==> config.mk <==
export PLATFORM = sky130hd
export DESIGN_NAME = mul_unit_flat
export DESIGN_NICKNAME = d
export VERILOG_FILES = /design/src/rtl/mul_unit_if.sv /design/src/rtl/mul_unit.sv /design/src/flat_wrapper.sv
export SDC_FILE = /design/constraint.sdc
export NUM_CORES = 2
export LEC_CHECK = 0
export CORE_MARGIN = 10
export CORE_UTILIZATION = 40
export DETAILED_ROUTE_END_ITERATION = 8
export DONT_BUFFER_PORTS = 1
export PLACE_DENSITY = 0.53
export SYNTH_ARGS = -nofsm -noshare
export SYNTH_HDL_FRONTEND = slang
export SYNTH_SLANG_ARGS = --single-unit
==> constraint.sdc <==
create_clock -name clk -period 10.8 [get_ports clk]
set_input_delay 1.08 -clock clk [delete_from_list [all_inputs] [get_ports clk]]
set_output_delay 1.08 -clock clk [all_outputs]
set_load 0.1 [all_outputs]
==> src/rtl/mul_unit_if.sv <==
// ---------------------------------------------------------------------------
// mul_unit_if
// Request/response bundle between the EX stage and the iterative multiplier.
//   mul_valid  : EX holds this high while a MUL/MULH/MULW sits in EX
//   mul_op     : 00 MUL, 01 MULH, 10 MULW, 11 reserved (behaves as MUL)
//   mul_op1    : multiplicand (forwarded rs1)
//   mul_op2    : multiplier (forwarded rs2)
//   flush      : pipeline flush, kills any in-flight operation
//   ex_allowin : EX->MEM register updates this cycle (consumes the result)
//   mul_ready  : result valid (registered)
//   mul_result : 128-bit signed product (registered)
// Modports: master = EX stage side, slave = multiplier side.
// ---------------------------------------------------------------------------
interface mul_unit_if;
    logic         mul_valid;
    logic [1:0]   mul_op;
    logic [63:0]  mul_op1;
    logic [63:0]  mul_op2;
    logic         flush;
    logic         ex_allowin;
    logic         mul_ready;
    logic [127:0] mul_result;

    modport master (
        output mul_valid, mul_op, mul_op1, mul_op2, flush, ex_allowin,
        input  mul_ready, mul_result
    );

    modport slave (
        input  mul_valid, mul_op, mul_op1, mul_op2, flush, ex_allowin,
        output mul_ready, mul_result
    );
endinterface

==> src/rtl/mul_unit.sv <==
// ---------------------------------------------------------------------------
// mul_unit
// Iterative radix-4 signed multiplier serving the EX stage.
// Operands are converted to 64-bit unsigned magnitudes on capture; each CALC
// cycle adds |a| * (next 2-bit digit of |b|) into a 128-bit accumulator, and
// the sign is applied once on the final iteration.
//
// Ports:
//   clk    : core clock
//   rst    : asynchronous, active-low reset
//   mul_if : mul_unit_if.slave (request, operands, flush, ex_allowin in;
//            mul_ready, mul_result out, both registered)
//
// Build option:
//   MUL_WORD_FAST_EN : when defined, MULW runs 16 iterations instead of 32
//                      (its magnitude never exceeds 2^31). Results are the
//                      same in both builds; only MULW latency differs.
// ---------------------------------------------------------------------------
module mul_unit (
    input  logic         clk,
    input  logic         rst,
    mul_unit_if.slave    mul_if
);

    typedef enum logic [1:0] {
        S_IDLE = 2'd0,
        S_CALC = 2'd1,
        S_DONE = 2'd2
    } state_t;

    localparam logic [1:0] OP_MULW = 2'b10;

    // Two's-complement magnitude; INT64_MIN maps to unsigned 2^63.
    function automatic logic [63:0] f_abs64(input logic [63:0] v);
        f_abs64 = v[63] ? (~v + 64'd1) : v;
    endfunction

    // 128-bit two's-complement negation.
    function automatic logic [127:0] f_neg128(input logic [127:0] v);
        f_neg128 = ~v + 128'd1;
    endfunction

    state_t         r_state;
    state_t         w_state_nxt;
    logic [127:0]   r_mcand;
    logic [63:0]    r_mplier;
    logic [127:0]   r_acc;
    logic [127:0]   r_result;
    logic [4:0]     r_cnt;
    logic           r_neg;
    logic           r_ready;

    logic [63:0]    w_a;
    logic [63:0]    w_b;
    logic [4:0]     w_cnt_init;
    logic [127:0]   w_pp;
    logic [127:0]   w_acc_sum;
    logic           w_last;
    logic           w_capture;
    logic           w_step;
    logic           w_finish;

    // Operand selection: MULW sign-extends the low words to 64 bits.
    always_comb begin
        w_a = mul_if.mul_op1;
        w_b = mul_if.mul_op2;
        if (mul_if.mul_op == OP_MULW) begin
            w_a = {{32{mul_if.mul_op1[31]}}, mul_if.mul_op1[31:0]};
            w_b = {{32{mul_if.mul_op2[31]}}, mul_if.mul_op2[31:0]};
        end else begin
            w_a = mul_if.mul_op1;
            w_b = mul_if.mul_op2;
        end
    end

    // Iteration count: counter runs from N-1 down to 0.
    always_comb begin
        w_cnt_init = 5'd31;
`ifdef MUL_WORD_FAST_EN
        if (mul_if.mul_op == OP_MULW) begin
            w_cnt_init = 5'd15;
        end else begin
            w_cnt_init = 5'd31;
        end
`else
        w_cnt_init = 5'd31;
`endif
    end

    // Partial product for the current radix-4 digit; r_mcand already carries
    // the 2*i shift because it moves left by two every iteration.
    always_comb begin
        w_pp = 128'd0;
        case (r_mplier[1:0])
            2'd0:    w_pp = 128'd0;
            2'd1:    w_pp = r_mcand;
            2'd2:    w_pp = {r_mcand[126:0], 1'b0};
            2'd3:    w_pp = r_mcand + {r_mcand[126:0], 1'b0};
            default: w_pp = 128'd0;
        endcase
    end

    assign w_acc_sum = r_acc + w_pp;
    assign w_last    = (r_cnt == 5'd0);

    // Next-state logic; flush and a dropped request win over capture and completion.
    always_comb begin
        w_state_nxt = r_state;
        w_capture   = 1'b0;
        w_step      = 1'b0;
        w_finish    = 1'b0;
        case (r_state)
            S_IDLE: begin
                if (mul_if.mul_valid && !mul_if.flush) begin
                    w_state_nxt = S_CALC;
                    w_capture   = 1'b1;
                end else begin
                    w_state_nxt = S_IDLE;
                end
            end
            S_CALC: begin
                if (mul_if.flush || !mul_if.mul_valid) begin
                    w_state_nxt = S_IDLE;
                end else if (w_last) begin
                    w_state_nxt = S_DONE;
                    w_step      = 1'b1;
                    w_finish    = 1'b1;
                end else begin
                    w_state_nxt = S_CALC;
                    w_step      = 1'b1;
                end
            end
            S_DONE: begin
                if (mul_if.flush || !mul_if.mul_valid || mul_if.ex_allowin) begin
                    w_state_nxt = S_IDLE;
                end else begin
                    w_state_nxt = S_DONE;
                end
            end
            default: begin
                w_state_nxt = S_IDLE;
            end
        endcase
    end

    // State register.
    always_ff @(posedge clk or negedge rst) begin
        if (!rst) begin
            r_state <= S_IDLE;
        end else begin
            r_state <= w_state_nxt;
        end
    end

    // Datapath: operand capture and one radix-4 step per CALC cycle.
    always_ff @(posedge clk or negedge rst) begin
        if (!rst) begin
            r_mcand  <= 128'd0;
            r_mplier <= 64'd0;
            r_acc    <= 128'd0;
            r_cnt    <= 5'd0;
            r_neg    <= 1'b0;
        end else if (w_capture) begin
            r_mcand  <= {64'd0, f_abs64(w_a)};
            r_mplier <= f_abs64(w_b);
            r_acc    <= 128'd0;
            r_cnt    <= w_cnt_init;
            r_neg    <= w_a[63] ^ w_b[63];
        end else if (w_step) begin
            r_mcand  <= {r_mcand[125:0], 2'b00};
            r_mplier <= {2'b00, r_mplier[63:2]};
            r_acc    <= w_acc_sum;
            r_cnt    <= w_last ? 5'd0 : (r_cnt - 5'd1);
        end else begin
            r_mcand  <= r_mcand;
            r_mplier <= r_mplier;
            r_acc    <= r_acc;
            r_cnt    <= r_cnt;
        end
    end

    // Registered outputs: result written only on completion, ready mirrors DONE.
    always_ff @(posedge clk or negedge rst) begin
        if (!rst) begin
            r_result <= 128'd0;
            r_ready  <= 1'b0;
        end else begin
            if (w_finish) begin
                r_result <= r_neg ? f_neg128(w_acc_sum) : w_acc_sum;
            end else begin
                r_result <= r_result;
            end
            r_ready <= (w_state_nxt == S_DONE);
        end
    end

    assign mul_if.mul_ready  = r_ready;
    assign mul_if.mul_result = r_result;

endmodule

==> src/flat_wrapper.sv <==
// flat-port wrapper written by rule: the top's interface ports become plain ports
module mul_unit_flat 
  (clk, rst, mul_if_mul_valid, mul_if_mul_op, mul_if_mul_op1, mul_if_mul_op2, mul_if_flush, mul_if_ex_allowin, mul_if_mul_ready, mul_if_mul_result);
  mul_unit_if mul_if_i ();
  input  logic clk;
  input  logic rst;
  input wire logic [$bits(mul_if_i.mul_valid)-1:0] mul_if_mul_valid;
  input wire logic [$bits(mul_if_i.mul_op)-1:0] mul_if_mul_op;
  input wire logic [$bits(mul_if_i.mul_op1)-1:0] mul_if_mul_op1;
  input wire logic [$bits(mul_if_i.mul_op2)-1:0] mul_if_mul_op2;
  input wire logic [$bits(mul_if_i.flush)-1:0] mul_if_flush;
  input wire logic [$bits(mul_if_i.ex_allowin)-1:0] mul_if_ex_allowin;
  output wire logic [$bits(mul_if_i.mul_ready)-1:0] mul_if_mul_ready;
  output wire logic [$bits(mul_if_i.mul_result)-1:0] mul_if_mul_result;
  assign mul_if_i.mul_valid = mul_if_mul_valid;
  assign mul_if_i.mul_op = mul_if_mul_op;
  assign mul_if_i.mul_op1 = mul_if_mul_op1;
  assign mul_if_i.mul_op2 = mul_if_mul_op2;
  assign mul_if_i.flush = mul_if_flush;
  assign mul_if_i.ex_allowin = mul_if_ex_allowin;
  assign mul_if_mul_ready = mul_if_i.mul_ready;
  assign mul_if_mul_result = mul_if_i.mul_result;
  mul_unit u_core (.clk(clk), .rst(rst), .mul_if(mul_if_i));
endmodule
# After elaboration in Yosys (flattened, before gate mapping)
# Cells that the tools add are included.
# op_classes
n_addsub	6
n_reduce_logical	9
bitwise	4
mux	27
n_eq_ne	7
# ops
op	count
2-to-1 mux 128 bit	5
case mux 128 bit (4 select lines)	1
2-to-1 mux 64 bit	6
adder 128 bit	2
adder 128 x 1 -> 128 bit (second input constant)	1
adder 64 x 1 -> 64 bit (second input constant)	2
inverter 128 bit	1
inverter 64 bit	2
2-to-1 mux 5 bit	3
equality test 2 bit (second input constant)	5
2-to-1 mux 1 bit	8
2-to-1 mux 2 bit	3
case mux 2 bit (3 select lines)	1
zero test 5 bit	1
subtractor 5 x 1 -> 5 bit (second input constant)	1
equality test 2 x 1 -> 1 bit (second input constant)	2
zero test 2 bit	2
zero test 1 bit	2
logical OR 1 bit	2
nonzero test 2 bit	1
logical AND 1 bit	1
bitwise XOR 1 bit	1
# word_totals
regBits	457
output_inout_bits	129
word_cells	61

# Longest topological paths before layout
# logic_depth
word_depth	6
depth_mapped	33

# Worst setup path after synthesis
# No wires, ideal clock.
# synth_timing
path_type	register to register
startpoint	register u_core.r_mcand[1]
endpoint	register u_core.r_result[127], in the netlist u_core.mul_if.mul_result[127]
period_less_slack_ns	7.814
path_stages_with_launch	33
setup_slack_ns	2.986
t_arrival_ns	7.684
n_path_buf	1
setup_time_ns	0.130
cell_sequence	dfrtp_1 ha_1 fa_1 a21o_1 a221oi_1 nor4_1 o211a_1 o31a_1 or2_2 a211oi_1 o31ai_1 a21oi_1 o21ai_0 a21oi_1 xnor2_1 mux2i_1 o21ai_0 ha_1 clkbuf_1 nand4_1 nor2_1 nand4_1 or3_1 a211o_1 o211a_1 o311a_1 a21oi_1 xnor2_1 or4b_1 or3_1 o41ai_2 xor2_1 o21ai_1
# synth_via
elab_chain_cells	6
# synth_rtl
item	line_no	source
start: declaration	mul_unit.sv:45	logic [127:0] r_mcand;
start signal: assignment	mul_unit.sv:164	r_mcand <= {64'd0, f_abs64(w_a)};
start signal: assignment	mul_unit.sv:170	r_mcand <= {r_mcand[125:0], 2'b00};
start signal: assignment	mul_unit.sv:175	r_mcand <= r_mcand;
adder 128 bit	mul_unit.sv:98	2'd3: w_pp = r_mcand + {r_mcand[126:0], 1'b0};
case mux 128 bit (4 select lines) *	mul_unit.sv:94	case (r_mplier[1:0])
adder 128 bit *	mul_unit.sv:103	assign w_acc_sum = r_acc + w_pp;
inverter 128 bit	mul_unit.sv:40	f_neg128 = ~v + 128'd1;
adder 128 x 1 -> 128 bit	mul_unit.sv:40	
2-to-1 mux 128 bit *	mul_unit.sv:189	r_result <= r_neg ? f_neg128(w_acc_sum) : w_acc_sum;
end signal: assignment	mul_unit.sv:189	
end signal: assignment	mul_unit.sv:191	r_result <= r_result;
end: declaration	mul_unit.sv:48	logic [127:0] r_result;
# Every way passes the cells marked *; elsewhere a longest branch is shown, timed or not.
# A chain may end at the register's enable or synchronous reset.

# Worst setup path after layout
# layout_timing
startpoint	register u_core.r_mcand[1]
endpoint	register u_core.r_result[117], in the netlist u_core.mul_if.mul_result[117]
# The elaborated chain is that of the path after synthesis.

==> impl_results.md <==
* Skew final at 66.6 ps
* GR met1 Demand/Resource at 0.415
* Family with the most delay on the worst path: simple AND/OR/NAND/NOR gates
* Max-slew violation count at 84
* Final HPWL DP at between 100000 and 150000 um
* CTS buffer count at between 50 and 60
* Flop pwr share at 0.289
* Row count at 123
* Worst vdd ir at 0.000138 V
* Met3 usage at 0.0528
* Initial antenna violation count at 1
* Cells after synthesis at between 6000 and 7000
* Syn Area/Cell at approximately 7.5 sq um
* Largest net degree at the start of global routing at around 460
* Via/cell ratio at 6.22
* Crit path capture type: register
* Drt initial violations at approximately 4600
* Max cap viols at 0
* Sequential share of the synthesized area at 0.252
* CP Class: reg2reg
* CP max stage cell: nor3_1
* Die width at about 360 um
* Design area at around 48000 sq um
* Register bit total from synthesis at ~460
* R2r startpoint: u_core.r_mcand[1]
* CP max stage delay at 700 ps
* Die area at 127000 sq um
* Failing checks: max-slew violations
* Synth area leader: dfrtp_1
* Status: complete, but fails checks
* Area contributors post-synth: dfrtp_1 (25%), nand2_1 (7.8%), o21ai_0 (7.3%)
* Port Buffers at 0
* Post-CTS Setup Bufs at 0
* Unrepaired setup endpoints after global routing: no
* Total iterations of the first detailed-routing run at 6
* Global route overflow at 0
* CORE AREA at between 100000 and 150000 sq um
* Critical path fanouts, max at 9
* Routability cong. at 0.980
* Worst-path clk slew at ~60 ps
* Top cell type's share of synthesized area at 0.252
* H-tree depth at 2
* Hold buffers post-CTS at 0
* PwrDens at roughly 140 nW/um^2
* Worst Path Arrival at roughly 11000 ps
* Fill count at around 12000
* CTS tree: done
* Actual slew at the worst max-slew pin at 1680 ps
* Comb pwr share at 0.388
* # resized after CTS at 0
* Post-synth EDFFs at 0
* Remaining DRCs at 0
* Vias in the first global route at between 40000 and 50000
* CTS root buf: clkbuf_16
* Clock Latency Late Sink at between 700 and 800 ps
* Area of the multi-input gates at between 30000 and 40000 sq um
* Clk pwr share at 0.322
* Main synth FF type: dfrtp_1
* Worst Path Buf+Inv at 0
* # nets final at 6189
* Avg WL per Cell at between 20 and 25 um
* Switching share of power at 0.405
* Count of cell types in the netlist at around 110
* Area growth syn-to-layout at 7.04%
* First-pass GRT wire length at about 270000 um
* Switch Pwr at around 2.8 mW
* CTS sink cnt at roughly 460
* Tot GR Track Use at 0.273
* Setup Viol. Count Final at 0
* Share of layout cells above drive strength 1 at 0.0500
* Detailed Route WL at roughly 180000 um
* Setup TNS at 0 ps
* Die Ht at 357 um
* Boundary pin count at ~260
* Routed via count at around 46000
* Starting density of the core at 0.403
* FMAX at between 90 and 100 MHz
* Placed Area at between 40000 and 50000 sq um
* Crit. Startpoint: u_core.r_mcand[1]
* Setup crit start kind: register
* Synth Net Count at 6445
* Ys async rst share at 1.00
* Crit-path most repeated cell: nor4_1
* Met2 global-route usage at 0.387
* Detail Route Antenna Nets at 0
* Reg area at between 10000 and 15000 sq um
* Hold WC Path Type: in2async
* Grt peak-use layer: met1
* P_leak at between 20 and 25 nW
* Worst slew margin at -0.122
* Final hold violations at 0
* Clock Tree Buf Depth at 3
* Internal power at around 4.2 mW
* Period minus WS final at 10190 ps
* Mapped cell area at about 45000 sq um
* WP data required at 11320 ps
* Crit share post-route at 0.944
* Yosys warning count at 0
worst paths after layout:
| path | to | slack (ps) | cells past startpoint |
|---|---|---|---|
| worst max register to register | u_core.mul_if.mul_result[117] | 610 | 31 |
| worst max-delay path | u_core.mul_if.mul_result[117] | 610 | 31 |
| min in group clk | u_core.r_mplier[7] | 480 | 2 |
| worst min-delay path | u_core.r_mcand[0] | 180 | 0 |
| max in group asynchronous | u_core.mul_if.mul_result[96] | 9340 | 0 |
| worst min register to register | u_core.r_mplier[7] | 480 | 2 |
layer usage:
layer / up-vias / wire [um]
met2: 1809 / 72500
met5: - / 0
li1: 21700 / -
met4: 0 / 4660
met3: 206 / 16600
met1: 22000 / 87100
placed cells by master (no fill, tap or decap), types with 27 or more instances in the layout:
cell type,Yosys,final
o21ai_0,665,665
inv_1,85,84
a22o_1,88,88
xnor2_1,249,249
a21oi_1,476,474
nand4_1,153,153
or3_1,54,54
o21a_1,51,51
o31ai_1,73,73
nand2_1,946,946
o21bai_1,65,65
nor3_1,131,130
o21ai_1,52,52
clkbuf_16,0,59
ha_1,257,257
nor4_1,57,57
nor2_1,445,441
and3_1,45,45
buf_4,1,69
a221oi_1,59,59
mux2i_1,147,147
dfrtp_1,457,454
a211oi_1,39,39
a21o_1,158,158
and2_1,34,34
a31oi_1,50,50
nand2b_1,27,27
nand3_1,176,175
xor2_1,196,196
o211ai_1,37,37
through the flow:
stage                     hold WS (ps)  worst slack, ps  instances   util  total power [mW]
final                              179              610       7344  0.431              7.01
after global routing               144             91.6       7343  0.431              7.39
after CTS                          129              572       7343  0.431              7.01
after detailed placement           473              581       7235  0.411              4.72
after global placement             460              540       7235  0.411              4.73
after floorplan                    449             2990       6051      -              3.95
state kept, by name, summed over array words and instances, names as in the netlist:
signal and flops:
u_core.mul_if.mul_ready 1, u_core.r_state 2, u_core.r_cnt 5, u_core.r_neg 1, u_core.r_acc 128, u_core.r_mplier 64
u_core.r_mcand 128, u_core.mul_if.mul_result 128
cell type report:
cell class / count / area share
Inverter: 87 / 0.00676
Antenna cell: 1 / 0.0000516
Tap cell: 1500 / 0.0387
Clock inverter: 27 / 0.0103
Sequential cell: 457 / 0.236
Clock buffer: 81 / 0.0350
Timing Repair Buffer: 70 / 0.0111
Multi-Input combinational cell: 5121 / 0.662
cell usage after synthesis (all sizes together) (15+ instances only):
library cell    n
nand2         947
o21ai         720
a21oi         484
dfrtp         457
nor2          445
clkbuf        331
ha            257
xnor2         249
xor2          196
nand3         177
a21o          158
nand4         157
mux2i         147
nor3          133
a22o           88
inv            86
o31ai          76
o21bai         65
a221oi         63
nor4           60
buf            55
or3            54
o21a           52
a31oi          51
and3           45
a211oi         44
o211ai         37
and2           35
o41ai          31
or2            30
nand2b         27
or4            20
and4           17
a21boi         16
o221ai         16
a2111oi        15
power by group through the flow:
stage          logic [mW]  clock network, mW  registers (mW)
5_1_grt              2.98               2.37            2.05
2_1_floorplan        1.97                  0            1.98
3_5_place_dp         2.66                  0            2.05
4_1_cts              2.67               2.31            2.02
6_report             2.72               2.26            2.03
3_3_place_gp         2.67                  0            2.05
worst register-to-register path, delay by kind of cell (launching register included):
kind / cells / cell delay, ps
AO/OA/AOI/OAI: 13 / 3740
flip-flops: 1 / 470
XOR/XNOR: 3 / 560
multiplexers: 1 / 90
AND/OR/NAND/NOR: 11 / 4200
adder cells (fa/ha/maj): 3 / 1010
kinds of logic after synthesis:
kind of cell | share of synthesized area
buf+inv | 0.0405
flops | 0.252
mux | 0.0345
simple gates | 0.227
compound gates | 0.288
fa+ha+maj | 0.0719
xor+xnor | 0.0860
No activity file was read; power rests on OpenSTA's default activity.
